--- src/rtl/s86_bus_pkg.sv ---
// Shared S86 system-bus types and constants.
package s86_bus_pkg;

    localparam int unsigned ADR_W = 19;
    localparam int unsigned DAT_W = 16;
    localparam int unsigned SEL_W = 2;
    localparam int unsigned CNT_W = 8;

    localparam logic [DAT_W-1:0] ERR_DATA_DEF = 16'hFFFF;

    typedef enum logic [1:0] {
        ST_IDLE = 2'd0,
        ST_OWN0 = 2'd1,
        ST_OWN1 = 2'd2
    } arb_state_e;

    // Request payload a master presents on the shared bus.
    typedef struct packed {
        logic [ADR_W-1:0] adr;
        logic [DAT_W-1:0] dat;
        logic [SEL_W-1:0] sel;
        logic             we;
        logic             tga;
    } wb_req_t;

endpackage

--- src/rtl/wb_bus_arbiter_if.sv ---
// Two-master / one-slave Wishbone bundle seen by the arbiter.
interface wb_bus_arbiter_if;
    import s86_bus_pkg::*;

    logic [ADR_W-1:0] m0_adr_i;
    logic [DAT_W-1:0] m0_dat_i;
    logic [SEL_W-1:0] m0_sel_i;
    logic             m0_we_i;
    logic             m0_tga_i;
    logic             m0_stb_i;
    logic             m0_cyc_i;
    logic             m0_ack_o;

    logic [ADR_W-1:0] m1_adr_i;
    logic [DAT_W-1:0] m1_dat_i;
    logic [SEL_W-1:0] m1_sel_i;
    logic             m1_we_i;
    logic             m1_tga_i;
    logic             m1_stb_i;
    logic             m1_cyc_i;
    logic             m1_ack_o;

    logic [DAT_W-1:0] m_dat_o;

    logic [ADR_W-1:0] s_adr_o;
    logic [DAT_W-1:0] s_dat_o;
    logic [SEL_W-1:0] s_sel_o;
    logic             s_we_o;
    logic             s_tga_o;
    logic             s_stb_o;
    logic             s_cyc_o;
    logic [DAT_W-1:0] s_dat_i;
    logic             s_ack_i;

    logic [1:0]       gnt_o;
    logic             to_err_o;

    // Arbiter side: slave to both masters, master toward the slave bus.
    modport slave (
        input  m0_adr_i, m0_dat_i, m0_sel_i, m0_we_i, m0_tga_i, m0_stb_i, m0_cyc_i,
        input  m1_adr_i, m1_dat_i, m1_sel_i, m1_we_i, m1_tga_i, m1_stb_i, m1_cyc_i,
        output m0_ack_o, m1_ack_o, m_dat_o,
        output s_adr_o, s_dat_o, s_sel_o, s_we_o, s_tga_o, s_stb_o, s_cyc_o,
        input  s_dat_i, s_ack_i,
        output gnt_o, to_err_o
    );

    // Environment side: drives masters and slave response.
    modport master (
        output m0_adr_i, m0_dat_i, m0_sel_i, m0_we_i, m0_tga_i, m0_stb_i, m0_cyc_i,
        output m1_adr_i, m1_dat_i, m1_sel_i, m1_we_i, m1_tga_i, m1_stb_i, m1_cyc_i,
        input  m0_ack_o, m1_ack_o, m_dat_o,
        input  s_adr_o, s_dat_o, s_sel_o, s_we_o, s_tga_o, s_stb_o, s_cyc_o,
        output s_dat_i, s_ack_i,
        input  gnt_o, to_err_o
    );

endinterface

--- src/rtl/wb_ack_watchdog.sv ---
// Counts unacknowledged strobe cycles and forces termination of a hung slave cycle.
module wb_ack_watchdog
    import s86_bus_pkg::*;
#(
    parameter int unsigned TIMEOUT = 16
) (
    input  logic clk,
    input  logic rst,
    input  logic stb_act,    // owner strobe while bus is granted
    input  logic ack,        // slave ack
    input  logic state_chg,  // arbiter changes state at the next edge
    output logic forced_c,   // terminate the current cycle now
    output logic to_err      // registered pulse after a forced termination
);

    logic [CNT_W-1:0] cnt_q;

    // Terminate when the strobe has waited TIMEOUT-1 cycles already.
    always_comb begin
        forced_c = stb_act && (cnt_q == CNT_W'(TIMEOUT - 1));
    end

    // Wait counter and error pulse register.
    always_ff @(posedge clk) begin
        if (rst) begin
            cnt_q  <= '0;
            to_err <= 1'b0;
        end else begin
            to_err <= forced_c;
            if (state_chg || !stb_act || ack || forced_c) begin
                cnt_q <= '0;
            end else begin
                cnt_q <= cnt_q + CNT_W'(1);
            end
        end
    end

endmodule

--- src/rtl/wb_bus_arbiter.sv ---
// Two-master round-robin Wishbone arbiter with ack watchdog for the S86 system bus.
module wb_bus_arbiter
    import s86_bus_pkg::*;
#(
    parameter int unsigned      TIMEOUT  = 16,
    parameter logic [DAT_W-1:0] ERR_DATA = ERR_DATA_DEF
) (
    input  logic             wb_clk_i,
    input  logic             wb_rst_i,
    wb_bus_arbiter_if.slave  bus
);

    arb_state_e state_q, state_d;
    logic       last_q, last_d;    // last owner; 1 after reset so master 0 wins first tie

    wb_req_t    m0_req, m1_req, own_req;
    logic       own0, own1, own_cyc, own_stb;
    logic       forced_c, to_err, state_chg;

    assign m0_req = {bus.m0_adr_i, bus.m0_dat_i, bus.m0_sel_i, bus.m0_we_i, bus.m0_tga_i};
    assign m1_req = {bus.m1_adr_i, bus.m1_dat_i, bus.m1_sel_i, bus.m1_we_i, bus.m1_tga_i};

    // Ownership is masked during reset so the bus releases in the reset cycle itself.
    assign own0      = (state_q == ST_OWN0) && !wb_rst_i;
    assign own1      = (state_q == ST_OWN1) && !wb_rst_i;
    assign own_req   = own1 ? m1_req : m0_req;
    assign own_cyc   = (own0 && bus.m0_cyc_i) || (own1 && bus.m1_cyc_i);
    assign own_stb   = (own0 && bus.m0_stb_i) || (own1 && bus.m1_stb_i);
    assign state_chg = (state_d != state_q);

    // State and last-owner registers.
    always_ff @(posedge wb_clk_i) begin
        if (wb_rst_i) begin
            state_q <= ST_IDLE;
            last_q  <= 1'b1;
        end else begin
            state_q <= state_d;
            last_q  <= last_d;
        end
    end

    // Next-state: round-robin grant from IDLE, hold while owner keeps cyc.
    always_comb begin
        state_d = state_q;
        last_d  = last_q;
        unique case (state_q)
            ST_IDLE: begin
                if (bus.m0_cyc_i && bus.m1_cyc_i) begin
                    state_d = last_q ? ST_OWN0 : ST_OWN1;
                end else if (bus.m0_cyc_i) begin
                    state_d = ST_OWN0;
                end else if (bus.m1_cyc_i) begin
                    state_d = ST_OWN1;
                end
            end
            ST_OWN0: begin
                if (!bus.m0_cyc_i) begin
                    state_d = ST_IDLE;
                    last_d  = 1'b0;
                end
            end
            ST_OWN1: begin
                if (!bus.m1_cyc_i) begin
                    state_d = ST_IDLE;
                    last_d  = 1'b1;
                end
            end
            default: state_d = ST_IDLE;
        endcase
    end

    // Output muxes: route owner to slave bus and steer ack back to owner only.
    always_comb begin
        bus.s_adr_o  = '0;
        bus.s_dat_o  = '0;
        bus.s_sel_o  = '0;
        bus.s_we_o   = 1'b0;
        bus.s_tga_o  = 1'b0;
        bus.s_stb_o  = 1'b0;
        bus.s_cyc_o  = 1'b0;
        bus.m0_ack_o = 1'b0;
        bus.m1_ack_o = 1'b0;
        bus.gnt_o    = {own1, own0};
        bus.m_dat_o  = forced_c ? ERR_DATA : bus.s_dat_i;
        if (own0 || own1) begin
            bus.s_adr_o  = own_req.adr;
            bus.s_dat_o  = own_req.dat;
            bus.s_sel_o  = own_req.sel;
            bus.s_we_o   = own_req.we;
            bus.s_tga_o  = own_req.tga;
            bus.s_stb_o  = own_stb && !forced_c;
            bus.s_cyc_o  = own_cyc && !forced_c;
            bus.m0_ack_o = own0 && ((bus.s_ack_i && own_stb) || forced_c);
            bus.m1_ack_o = own1 && ((bus.s_ack_i && own_stb) || forced_c);
        end
    end

    assign bus.to_err_o = to_err;

    wb_ack_watchdog #(
        .TIMEOUT (TIMEOUT)
    ) u_watchdog (
        .clk       (wb_clk_i),
        .rst       (wb_rst_i),
        .stb_act   (own_stb),
        .ack       (bus.s_ack_i),
        .state_chg (state_chg),
        .forced_c  (forced_c),
        .to_err    (to_err)
    );

endmodule
--- src/flat_wrapper.sv ---
// flat-port wrapper written by rule: the top's interface ports become plain ports
module wb_bus_arbiter_flat import s86_bus_pkg::*;
#(
    parameter int unsigned      TIMEOUT  = 16,
    parameter logic [DAT_W-1:0] ERR_DATA = ERR_DATA_DEF
)
  (wb_clk_i, wb_rst_i, bus_m0_adr_i, bus_m0_dat_i, bus_m0_sel_i, bus_m0_we_i, bus_m0_tga_i, bus_m0_stb_i, bus_m0_cyc_i, bus_m1_adr_i, bus_m1_dat_i, bus_m1_sel_i, bus_m1_we_i, bus_m1_tga_i, bus_m1_stb_i, bus_m1_cyc_i, bus_m0_ack_o, bus_m1_ack_o, bus_m_dat_o, bus_s_adr_o, bus_s_dat_o, bus_s_sel_o, bus_s_we_o, bus_s_tga_o, bus_s_stb_o, bus_s_cyc_o, bus_s_dat_i, bus_s_ack_i, bus_gnt_o, bus_to_err_o);
  wb_bus_arbiter_if bus_i ();
  input  logic wb_clk_i;
  input  logic wb_rst_i;
  input wire logic [$bits(bus_i.m0_adr_i)-1:0] bus_m0_adr_i;
  input wire logic [$bits(bus_i.m0_dat_i)-1:0] bus_m0_dat_i;
  input wire logic [$bits(bus_i.m0_sel_i)-1:0] bus_m0_sel_i;
  input wire logic [$bits(bus_i.m0_we_i)-1:0] bus_m0_we_i;
  input wire logic [$bits(bus_i.m0_tga_i)-1:0] bus_m0_tga_i;
  input wire logic [$bits(bus_i.m0_stb_i)-1:0] bus_m0_stb_i;
  input wire logic [$bits(bus_i.m0_cyc_i)-1:0] bus_m0_cyc_i;
  input wire logic [$bits(bus_i.m1_adr_i)-1:0] bus_m1_adr_i;
  input wire logic [$bits(bus_i.m1_dat_i)-1:0] bus_m1_dat_i;
  input wire logic [$bits(bus_i.m1_sel_i)-1:0] bus_m1_sel_i;
  input wire logic [$bits(bus_i.m1_we_i)-1:0] bus_m1_we_i;
  input wire logic [$bits(bus_i.m1_tga_i)-1:0] bus_m1_tga_i;
  input wire logic [$bits(bus_i.m1_stb_i)-1:0] bus_m1_stb_i;
  input wire logic [$bits(bus_i.m1_cyc_i)-1:0] bus_m1_cyc_i;
  output wire logic [$bits(bus_i.m0_ack_o)-1:0] bus_m0_ack_o;
  output wire logic [$bits(bus_i.m1_ack_o)-1:0] bus_m1_ack_o;
  output wire logic [$bits(bus_i.m_dat_o)-1:0] bus_m_dat_o;
  output wire logic [$bits(bus_i.s_adr_o)-1:0] bus_s_adr_o;
  output wire logic [$bits(bus_i.s_dat_o)-1:0] bus_s_dat_o;
  output wire logic [$bits(bus_i.s_sel_o)-1:0] bus_s_sel_o;
  output wire logic [$bits(bus_i.s_we_o)-1:0] bus_s_we_o;
  output wire logic [$bits(bus_i.s_tga_o)-1:0] bus_s_tga_o;
  output wire logic [$bits(bus_i.s_stb_o)-1:0] bus_s_stb_o;
  output wire logic [$bits(bus_i.s_cyc_o)-1:0] bus_s_cyc_o;
  input wire logic [$bits(bus_i.s_dat_i)-1:0] bus_s_dat_i;
  input wire logic [$bits(bus_i.s_ack_i)-1:0] bus_s_ack_i;
  output wire logic [$bits(bus_i.gnt_o)-1:0] bus_gnt_o;
  output wire logic [$bits(bus_i.to_err_o)-1:0] bus_to_err_o;
  assign bus_i.m0_adr_i = bus_m0_adr_i;
  assign bus_i.m0_dat_i = bus_m0_dat_i;
  assign bus_i.m0_sel_i = bus_m0_sel_i;
  assign bus_i.m0_we_i = bus_m0_we_i;
  assign bus_i.m0_tga_i = bus_m0_tga_i;
  assign bus_i.m0_stb_i = bus_m0_stb_i;
  assign bus_i.m0_cyc_i = bus_m0_cyc_i;
  assign bus_i.m1_adr_i = bus_m1_adr_i;
  assign bus_i.m1_dat_i = bus_m1_dat_i;
  assign bus_i.m1_sel_i = bus_m1_sel_i;
  assign bus_i.m1_we_i = bus_m1_we_i;
  assign bus_i.m1_tga_i = bus_m1_tga_i;
  assign bus_i.m1_stb_i = bus_m1_stb_i;
  assign bus_i.m1_cyc_i = bus_m1_cyc_i;
  assign bus_m0_ack_o = bus_i.m0_ack_o;
  assign bus_m1_ack_o = bus_i.m1_ack_o;
  assign bus_m_dat_o = bus_i.m_dat_o;
  assign bus_s_adr_o = bus_i.s_adr_o;
  assign bus_s_dat_o = bus_i.s_dat_o;
  assign bus_s_sel_o = bus_i.s_sel_o;
  assign bus_s_we_o = bus_i.s_we_o;
  assign bus_s_tga_o = bus_i.s_tga_o;
  assign bus_s_stb_o = bus_i.s_stb_o;
  assign bus_s_cyc_o = bus_i.s_cyc_o;
  assign bus_i.s_dat_i = bus_s_dat_i;
  assign bus_i.s_ack_i = bus_s_ack_i;
  assign bus_gnt_o = bus_i.gnt_o;
  assign bus_to_err_o = bus_i.to_err_o;
  wb_bus_arbiter #(.TIMEOUT(TIMEOUT), .ERR_DATA(ERR_DATA)) u_core (.wb_clk_i(wb_clk_i), .wb_rst_i(wb_rst_i), .bus(bus_i));
endmodule
--- config.mk ---
export PLATFORM = sky130hd
export DESIGN_NAME = wb_bus_arbiter_flat
export DESIGN_NICKNAME = d
export VERILOG_FILES = /design/src/rtl/s86_bus_pkg.sv /design/src/rtl/wb_bus_arbiter_if.sv /design/src/rtl/wb_ack_watchdog.sv /design/src/rtl/wb_bus_arbiter.sv /design/src/flat_wrapper.sv
export SDC_FILE = /design/constraint.sdc
export NUM_CORES = 1
export LEC_CHECK = 0
export ABC_AREA = 1
export BUFFER_PORTS_ARGS = -buffer_cell sky130_fd_sc_hd__buf_2
export CORE_ASPECT_RATIO = 0.8
export CORE_MARGIN = 3
export CORE_UTILIZATION = 30
export DETAILED_ROUTE_END_ITERATION = 7
export HOLD_SLACK_MARGIN = 0.08
export PLACE_DENSITY = 0.86
export SKIP_CTS_REPAIR_TIMING = 1
export SYNTH_ARGS = -nofsm -noshare
export SYNTH_HDL_FRONTEND = slang
export SYNTH_SLANG_ARGS = --single-unit
--- constraint.sdc ---
create_clock -name wb_clk_i -period 1.59 [get_ports wb_clk_i]
set_clock_uncertainty 0.1 [all_clocks]
set_input_delay 0.159 -clock wb_clk_i [delete_from_list [all_inputs] [get_ports wb_clk_i]]
set_output_delay 0.159 -clock wb_clk_i [all_outputs]
set_load 0.005 [all_outputs]
# Yosys cells after proc, flatten, opt, wreduce, memory -nomap -nowiden

Cells that the tools add are included.
W data, S select, Z words.

Bits of input ports: 101
Output and inout bits: 62
Word-level logic and storage cells: 59
Register bits after elaboration: 12

Eq/ne operators: 6
Reductions and logical operators: 27
Multiplexer cells: 21
$add $sub $neg: 1

Operators by type and width:

| operator              | count |
|---|---|
| $mux W39              | 1 |
| $mux W16              | 2 |
| $mux W19              | 1 |
| $mux W2               | 7 |
| $logic_and A1 B1 Y1   | 13 |
| $add A8 B1 Y8 const B | 1 |
| $eq A8 B4 Y1 const B  | 1 |
| $mux W1               | 8 |
| $logic_or A1 B1 Y1    | 7 |
| $pmux W2 S3           | 1 |
| $ne A2 B2 Y1 const B  | 2 |
| $logic_not A1 Y1      | 3 |
| $reduce_and A3 Y1     | 1 |
| $eq A2 B1 Y1 const B  | 1 |
| $eq A2 B2 Y1 const B  | 1 |
| $logic_not A2 Y1      | 1 |
| $ne A2 B2 Y1          | 1 |
| $pmux W1 S2           | 1 |
| $reduce_bool A2 Y1    | 1 |
| $reduce_or A2 Y1      | 1 |

# Longest topological paths before layout

Gate-level depths: netlist (run 1).

Word-level depth: 9
Gate-level depth with buffers: 8

# Modules after synthesis

A second synthesis (run 1) with hierarchy kept.

Cell total of the unflattened synthesis: 246
Area, all modules: 1336.3 µm²

Modules (own cells, without submodules):

| module          | area an instance (µm²) | instances | cells an instance |
|---|---|---|---|
| wb_bus_arbiter  | 925.9                  | 1         | 191 |
| wb_ack_watchdog | 410.4                  | 1         | 55 |

# Worst setup path before layout (run 1)

OpenSTA, ideal clock, no wires.

Kind: reg-to-output
Start: register u_core.u_watchdog.cnt_q[0]
End: output port bus_m_dat_o[10]
Setup slack: 24 ps
Data arrival time: 1307 ps
Cell stages (with the launch flop): 8
Path through: dfxtp_1 -> ha_1 -> nand3_1 -> nor2_1 -> inv_1 -> nor2_4 -> buf_6 -> or2_1

Cells in the longest elaborated chain, start to end: 3

Ends and longest elaborated chain:

| element                | line                  | RTL |
|---|---|---|
| from (decl)            | wb_ack_watchdog.sv:16 | `logic [CNT_W-1:0] cnt_q;` |
| from (signal assigned) | wb_ack_watchdog.sv:33 | `cnt_q <= cnt_q + CNT_W'(1);` |
| $eq A8 B4 Y1           | wb_ack_watchdog.sv:20 | `forced_c = stb_act && (cnt_q == CNT_W'(TIMEOUT - 1));` |
| $logic_and A1 B1 Y1    | wb_ack_watchdog.sv:20 |  |
| $mux W16               | wb_bus_arbiter.sv:84  | `bus.m_dat_o = forced_c ? ERR_DATA : bus.s_dat_i;` |
| to (decl)              | flat_wrapper.sv:27    | `output wire logic [$bits(bus_i.m_dat_o)-1:0] bus_m_dat_o;` |

Every way passes these cells.

# Worst setup path after layout (run 1)

Start: register u_core.state_q[1]
End: output port bus_s_adr_o[15]

Cells in the longest elaborated chain, start to end: 4
Elaborated cells between the ends (all ways): 7
Classes of those cells: eq/ne (2); mux (2); reduce/logical (3)

Ends and longest elaborated chain:

| element                                        | line                                       | RTL |
|---|---|---|
| from (decl)                                    | wb_bus_arbiter.sv:13                       | `arb_state_e state_q, state_d;` |
| from (signal assigned)                         | wb_bus_arbiter.sv:37                       | `state_q <= state_d;` |
| $eq A2 B2 Y1 or $eq A2 B1 Y1 (tied branches)   | wb_bus_arbiter.sv:25, wb_bus_arbiter.sv:24 |  |
| $logic_and A1 B1 Y1 (on tied branches)         | wb_bus_arbiter.sv:25, wb_bus_arbiter.sv:24 |  |
| $mux W39 or $logic_or A1 B1 Y1 (tied branches) | wb_bus_arbiter.sv:26, wb_bus_arbiter.sv:85 |  |
| $mux W19 (*)                                   | wb_bus_arbiter.sv:85                       | `if (own0 \|\| own1) begin` |
| to (decl)                                      | flat_wrapper.sv:28                         | `output wire logic [$bits(bus_i.s_adr_o)-1:0] bus_s_adr_o;` |

Every way passes the cells marked *; elsewhere a longest branch is shown, timed or not.

==> parameters.txt, run 1 <==
Parameter                              Value

Yosys
  Gate count of the mapped netlist ... 242
  Count leader, synth ... nand2_1
  Post-synth ARST share ... 0
  Distinct cell type count of the synthesized netlist ... 25
  Cells taking the most area after synthesis ... nand2_1 27%, dfxtp_1 18%, a21oi_1 16%
  Part of the Yosys area used for sequential elements ... 0.183
  Yosys warnings ... 0
  Top cell type's share of synthesized area ... 0.275
  Flip-flop cell with the highest count after synthesis ... dfxtp_1
  Top cells by count, synth ... 96 x nand2_1, 41 x a21oi_1, 14 x nor2_1
  Register bit total from synthesis ... 12
  Mapped cell area ... 0.00131 mm^2
  EDFF count, synth ... 0
  Total nets after synthesis ... 344
  Avg Cell Area, Syn ... 5.42 um^2
  Library cell occupying the most area in the post-synthesis netlist ... nand2_1

Floorplan
  Number of placement rows ... 20
  Starting utilization of the core area ... 0.328
  Number of top-level pins ... 163
  Die X ... 79.9 um
  DIE AREA ... 0.00520 mm^2
  Core area ... 0.00400 mm^2
  Height of the die ... 65.1 um

Worst hold path
  Hold Path Class ... in -> reg
  Min-Delay Endpoint ... u_core.state_q[1]
  Startpoint of the tightest hold check path ... wb_rst_i
  Number of cells on the worst hold path ... 2

Route
  Final antenna-violating net count ... 0
  Routed wirelength normalized by instance count ... 14.3 um
  Via count ... 2,295
  Total DRC errors in the routed layout ... 0
  Detailed Route Iter0 Violations ... 134
  First-pass DRT Iterations ... 4
  Aggregate routed wire length ... 6810 um
  Via density per instance ... 4.81

Placement
  DP Worst Slack ... -0.0753 ns
  Cell area reported after detailed placement ... 0.00225 mm^2
  Total half-perimeter wirelength after legalization and detailed placement ... 4350 um
  PortBufs ... 162
  Final weighted congestion in routability-driven placement ... 0.832

Critical path
  Critical path endpoint category ... primary output
  Reg2reg path depth ... 7
  Crit path launch ... u_core.state_q[1]
  Max stage delay cell, worst path ... dfxtp_2
  Crit path required time ... 1.33 ns
  Arrival time of the worst setup path ... 1.54 ns
  Highest net fanout along the worst path ... 10
  Kind of launch point of the worst setup path ... register
  Endpoint of the lowest-slack register-to-register path ... u_core.u_watchdog.cnt_q[0]
  Maximum single-stage delay on the critical path ... 0.35 ns
  Flop2flop setup slack ... 0.13 ns
  Cell-by-cell trace of the critical path ... inv_2 > nor3_4 > buf_6 > buf_6 > nand2_1 > a21oi_1 > buf_2
  Buf+Inv Stages, Crit Path ... 4
  Critical path's most frequent cell ... buf_6
  Type of the worst setup path ... reg -> out
  Cell family with most CP delay ... buffers and inverters
  Origin of the critical flop-to-flop path ... u_core.state_q[0]

STA
  Setup_tns ... -9.54 ns
  Final setup viols ... 58
  Shortest clock period the worst path allows after layout ... 1.80 ns
  Worst slew slack as a fraction of its limit ... 0.780
  Fin crit share ... 1.13
  Setup repair after global routing missed its margin ... true
  Final setup slack of the worst path ... -0.213 ns
  Final hold violation count ... 0
  Max-slew violation count ... 0
  Slew @ Worst Pin ... 0.330 ns
  Highest attainable clock frequency ... 555 MHz

Global route
  Overflow left after global routing ... 0
  Aggregate global-route resource usage ... 0.196
  Vias in the first global route ... 1,936
  Pin count of the biggest net entering global routing ... 41
  Wire length of the first global-routing pass ... 8440 um
  Number of antenna violations at the first check in global routing ... 0

CTS
  Inserted Clock Buffers ... 3
  Clock tree from TritonCTS ... built
  Clock Tree Root ... clkbuf_8
  Maximum level of the CTS H-tree ... 1
  Number of sinks on the clock net ... 12
  Clock latency on the worst-skew pair ... 0.24 ns
  Maximum clock path buffer count ... 2
  Clock transition at the registers of the reported paths ... 0.05 ns

Pwr
  Total leakage power ... 1.48 nW
  Power density normalized to cell area ... 445 mW/mm^2
  Largest vdd supply drop ... 293 uV

Layout
  Total inserted antenna cells ... 0
  Final Instance Area ... 0.00276 mm^2
  Layout cells sized above 1 ... 0.607
  Post-layout nets ... 525
  Syn-to-layout area delta ... 110%

Status
  Result of the run ... finished with violations
  Failing checks ... setup timing

Job
  # Max-Cap Violations ... 0
-- worst max path at each step --
stage                     cells past startpoint         endpoint  slack (ns)
after floorplan                               7  bus_m_dat_o[10]        0.02
after global placement                        8   bus_s_dat_o[6]       -0.04
after detailed placement                      7   bus_m_dat_o[0]       -0.08
after CTS                                     7   bus_m_dat_o[3]       -0.36
after global routing                          7  bus_s_adr_o[15]       -0.30
final                                         7  bus_s_adr_o[15]       -0.21
-- per-layer routing --
metal  wire (um)  share of wire  track usage
met4          83          0.012       0.0380
met1        2700           0.40        0.231
met5           0              0            0
met3         497          0.073       0.0370
met2        3530           0.52        0.370
-- layout make-up --
type,count,area (um^2)
flip-flops and latches,12,249
multi-input cells,203,1140
fillers,346,1250
well taps,55,68.8
repair buffers,188,1170
clock buffers,4,55.1
inverters,15,71.3
-- sequential cells by signal, indices dropped and copies added, names as in the netlist --
register,cells
u_core.u_watchdog.cnt_q,8
u_core.state_q,2
u_core.last_q,1
u_core.u_watchdog.to_err,1
-- cell usage in the layout, fill, tap and decap left out, types with 7 or more instances in the layout --
master   count
a21oi_2     17
nand2_1     86
a21oi_1     23
or2_1        8
dfxtp_1      7
inv_1        9
buf_2      160
buf_4       12
nor3_1       9
buf_6        8
nor2_4       9
nand2_2      9
nor2_1      10
or2_2        7
-- stage by stage --
stage,hold slack [ns],util,total power [mW],cells
2_1_floorplan,0.128,-,0.518,242
3_3_place_gp,0.344,0.563,0.753,458
3_5_place_dp,0.347,0.563,0.761,458
4_1_cts,0.0908,0.576,1.10,462
5_1_grt,0.0886,0.688,1.30,477
6_report,0.0857,0.688,1.23,477
-- power breakdown --
part           internal (mW)  switching [mW]  total, mW
logic                  0.284           0.280      0.564
clock network          0.219           0.120      0.339
registers              0.311          0.0107      0.321
total                  0.814           0.411       1.23
-- cells by family after synthesis --
kind of cell,after synthesis,share of synthesized area
xor+xnor,3,0.0200
simple gates,149,0.500
flops,12,0.183
compound gates,47,0.182
buf+inv,30,0.105
fa+ha+maj,1,0.00954
Power figures use the tool's default switching activity.
==> inputs of run 2 (changes only) <==
--- a/config.mk
+++ b/config.mk
@@ -5,14 +5,13 @@
 export SDC_FILE = /design/constraint.sdc
 export NUM_CORES = 1
 export LEC_CHECK = 0
-export ABC_AREA = 1
 export BUFFER_PORTS_ARGS = -buffer_cell sky130_fd_sc_hd__buf_2
 export CORE_ASPECT_RATIO = 0.8
 export CORE_MARGIN = 3
-export CORE_UTILIZATION = 30
+export CORE_UTILIZATION = 28
 export DETAILED_ROUTE_END_ITERATION = 7
 export HOLD_SLACK_MARGIN = 0.08
-export PLACE_DENSITY = 0.86
+export PLACE_DENSITY = 0.85
 export SKIP_CTS_REPAIR_TIMING = 1
 export SYNTH_ARGS = -nofsm -noshare
 export SYNTH_HDL_FRONTEND = slang
==> parameters.txt, run 2 <==
Parameter                              Value

Status
  Result of the run ... finished with violations (unchanged)
  Failing checks ... setup timing (unchanged)

Floorplan
  Number of placement rows ... 20 (unchanged)
  Die X ... 78.1 um (was 79.9 um)
  Core area ... 0.00390 mm^2 (was 0.00400 mm^2)
  DIE AREA ... 0.00497 mm^2 (was 0.00520 mm^2)
  Height of the die ... 63.7 um (was 65.1 um)
  Number of top-level pins ... 163 (unchanged)
  Starting utilization of the core area ... 0.298 (was 0.328)

Global route
  Wire length of the first global-routing pass ... 6860 um (was 8440 um)
  Vias in the first global route ... 1,605 (was 1,936)
  Pin count of the biggest net entering global routing ... 42 (was 41)
  Overflow left after global routing ... 0 (unchanged)
  Aggregate global-route resource usage ... 0.168 (was 0.196)
  Number of antenna violations at the first check in global routing ... 0 (unchanged)

Yosys
  Share of synthesized cell area in and, or, nand and nor gates ... 0.306 (was 0.500)
  Count leader, synth ... a22o_1 (was nand2_1)
  Fraction of synthesized area in multiplexers ... 0 (unchanged)
  Library cell occupying the most area in the post-synthesis netlist ... a22o_1 (was nand2_1)
  Post-synth ARST share ... 0 (unchanged)
  Gate count of the mapped netlist ... 135 (was 242)
  EDFF count, synth ... 0 (unchanged)
  Register bit total from synthesis ... 12 (unchanged)
  Yosys warnings ... 0 (unchanged)
  Cells taking the most area after synthesis ... a22o_1 29%, dfxtp_1 21%, nand2b_2 6.0% (was nand2_1 27%, dfxtp_1 18%, a21oi_1 16%)
  Flip-flop cell with the highest count after synthesis ... dfxtp_1 (unchanged)
  Total nets after synthesis ... 237 (was 344)
  Top cells by count, synth ... 39 x a22o_1, 12 x dfxtp_1, 12 x nor2_1 (was 96 x nand2_1, 41 x a21oi_1, 14 x nor2_1)
  Top cell type's share of synthesized area ... 0.294 (was 0.275)
  Compound-cell area share of the yosys netlist ... 0.337 (was 0.182)
  Distinct cell type count of the synthesized netlist ... 37 (was 25)
  Part of the Yosys area used for sequential elements ... 0.206 (was 0.183)
  Area share of xor/xnor cells in the synthesized design ... 0.0452 (was 0.0200)
  Avg Cell Area, Syn ... 8.62 um^2 (was 5.42 um^2)
  Fraction of the mapped netlist area in adder cells ... 0.0108 (was 0.00954)
  Mapped cell area ... 0.00116 mm^2 (was 0.00131 mm^2)
  Dominant combinational cell family by area after synthesis ... compound AO/OA/AOI/OAI gates (was simple AND/OR/NAND/NOR gates)

Layout
  Top reg by flops ... u_core.u_watchdog.cnt_q (unchanged)
  Flip-flop count of the largest register, all copies and words added ... 8 (unchanged)
  Number of fillers in the final layout ... 323 (was 346)
  Most frequent cells in the layout ... 158 x buf_2, 39 x a22o_1, 17 x buf_6, 14 x buf_4, 9 x dfxtp_1 (was 160 x buf_2, 86 x nand2_1, 23 x a21oi_1, 17 x a21oi_2, 12 x buf_4)
  Final Instance Count excl. Fillers ... 383 (was 477)
  Largest registers in the final layout ... u_core.u_watchdog.cnt_q (8), u_core.state_q (2) (unchanged)
  Area of combinational cells with multiple inputs ... 901 um^2 (was 0.00114 mm^2)
  Layout cells sized above 1 ... 0.707 (was 0.607)
  Most common cell after layout, fill and taps aside ... buf_2 (unchanged)
  Total inserted antenna cells ... 0 (unchanged)
  Syn-to-layout area delta ... 127% (was 110%)
  Final Instance Area ... 0.00264 mm^2 (was 0.00276 mm^2)
  Flip-flop and latch area ... 249 um^2 (unchanged)
  Post-layout nets ... 431 (was 525)
  Final core area utilization ... 0.675 (was 0.688)

Job
  # Max-Cap Violations ... 0 (unchanged)

Route
  Via count ... 1,842 (was 2,295)
  Aggregate routed wire length ... 6070 um (was 6810 um)
  Total DRC errors in the routed layout ... 0 (unchanged)
  Via density per instance ... 4.81 (about the same)
  Final antenna-violating net count ... 0 (unchanged)
  First-pass DRT Iterations ... 4 (unchanged)
  Detailed Route Iter0 Violations ... 88 (was 134)
  Routed wirelength normalized by instance count ... 15.8 um (was 14.3 um)

Critical path
  Type of the worst setup path ... reg -> out (unchanged)
  Critical path endpoint category ... primary output (unchanged)
  Highest net fanout along the worst path ... 5 (was 10)
  Arrival time of the worst setup path ... 1.70 ns (was 1.54 ns)
  Crit path required time ... 1.33 ns (about the same)
  Kind of launch point of the worst setup path ... register (unchanged)

STA
  Final hold violation count ... 0 (unchanged)
  Fin crit share ... 1.23 (was 1.13)
  Final setup viols ... 69 (was 58)
  Max-slew violation count ... 0 (unchanged)
  Setup_tns ... -16.12 ns (was -9.54 ns)
  Final setup slack of the worst path ... -0.371 ns (was -0.213 ns)
  Slew @ Worst Pin ... 0.281 ns (was 0.330 ns)
  Shortest clock period the worst path allows after layout ... 1.96 ns (was 1.80 ns)
  Worst slew slack as a fraction of its limit ... 0.810 (was 0.780)
  Setup repair after global routing missed its margin ... true (unchanged)
  Highest attainable clock frequency ... 510 MHz (was 555 MHz)
  Final-layout worst hold slack ... 0.115 ns (was 0.0857 ns)

Pwr
  Share of power burned in registers ... 0.292 (was 0.262)
  Part of the power in the clock network ... 0.310 (was 0.277)
  Relative contribution of combinational cells to total power ... 0.398 (was 0.461)
  Total leakage power ... 1.46 nW (was 1.48 nW)
  Largest vdd supply drop ... 210 uV (was 293 uV)
  Power dissipated by switching net loads ... 284 uW (was 411 uW)
  Sum of internal, switching and leakage power ... 1.07 mW (was 1.23 mW)
  Net switching fraction of the power ... 0.266 (was 0.336)
  Internal power component ... 785 uW (was 814 uW)
  Power density normalized to cell area ... 406 mW/mm^2 (was 445 mW/mm^2)

Placement
  Final weighted congestion in routability-driven placement ... 0.738 (was 0.832)
  Placed Instances ... 353 (was 458)
  Total half-perimeter wirelength after legalization and detailed placement ... 3710 um (was 4350 um)
  PortBufs ... 162 (unchanged)
  DP Worst Slack ... -0.141 ns (was -0.0753 ns)
  Cell area reported after detailed placement ... 0.00210 mm^2 (was 0.00225 mm^2)

CTS
  Clock Tree Root ... clkbuf_8 (unchanged)
  Maximum clock path buffer count ... 2 (unchanged)
  Clock transition at the registers of the reported paths ... 0.05 ns (about the same)
  Number of sinks on the clock net ... 12 (unchanged)
  Maximum level of the CTS H-tree ... 1 (unchanged)
  Clock latency on the worst-skew pair ... 0.24 ns (about the same)
  Clock tree from TritonCTS ... built (unchanged)
  Inserted Clock Buffers ... 3 (unchanged)

Worst hold path
  Hold Path Class ... in -> reg (unchanged)
[run 2: cell types whose count changed in the layout (fill, tap and decap cells not counted), moves of 9 or more]
cell,delta
buf_6,+9
nand2_2,-9
a21oi_1,-23
a22o_1,+39
a21oi_2,-16
nand2_1,-83
[run 2: routing by layer]
layer / global-route usage / share of wire / vias to the layer above
met1: 0.192 / 0.40 / 831
met3: 0.0443 / 0.085 / 11
met5: 0 / 0 / -
li1: - / - / 898
met2: 0.307 / 0.50 / 102
met4: 0.0480 / 0.017 / 0
[run 2: area by class of cell]
| cell class | count | area share |
|---|---|---|
| inverter | 4 | 0.00759 |
| multi-input combinational | 107 | 0.342 |
| clock buffer | 4 | 0.0209 |
| timing repair buffer | 201 | 0.509 |
| tap | 55 | 0.0261 |
| sequential | 12 | 0.0944 |
[run 2: critical path, cell delays in order, from the launching register on]
cell and delay (ns):
dfxtp_2 0.32, or4_4 0.54, nor2_4 0.14, buf_12 0.15, nand2_8 0.07, or2b_1 0.15, buf_2 0.10
[run 2: power by group through the flow]
stage / clock [mW] / sequential (mW) / combinational, mW
final: 0.332 / 0.312 / 0.426
after global routing: 0.354 / 0.312 / 0.461
after CTS: 0.345 / 0.312 / 0.329
after detailed placement: 0 / 0.318 / 0.327
after global placement: 0 / 0.318 / 0.320
after floorplan: 0 / 0.314 / 0.128
[run 2: path summary, 6_finish.rpt]
kind	end	cells after the start	startpoint	slack, ns
worst max register to register	u_core.u_watchdog.cnt_q[0]	6	u_core.u_watchdog.cnt_q[4]	-0.13
worst min-delay path	u_core.state_q[1]	3	bus_m1_cyc_i	0.11
worst max-delay path	bus_m_dat_o[2]	6	u_core.u_watchdog.cnt_q[4]	-0.37
worst min register to register	u_core.u_watchdog.cnt_q[0]	1	u_core.u_watchdog.cnt_q[0]	0.35
[run 2: cells by family after synthesis]
logic type,after synthesis
fa+ha+maj,1
buf+inv,18
flops,12
compound gates,46
simple gates,52
xor+xnor,6
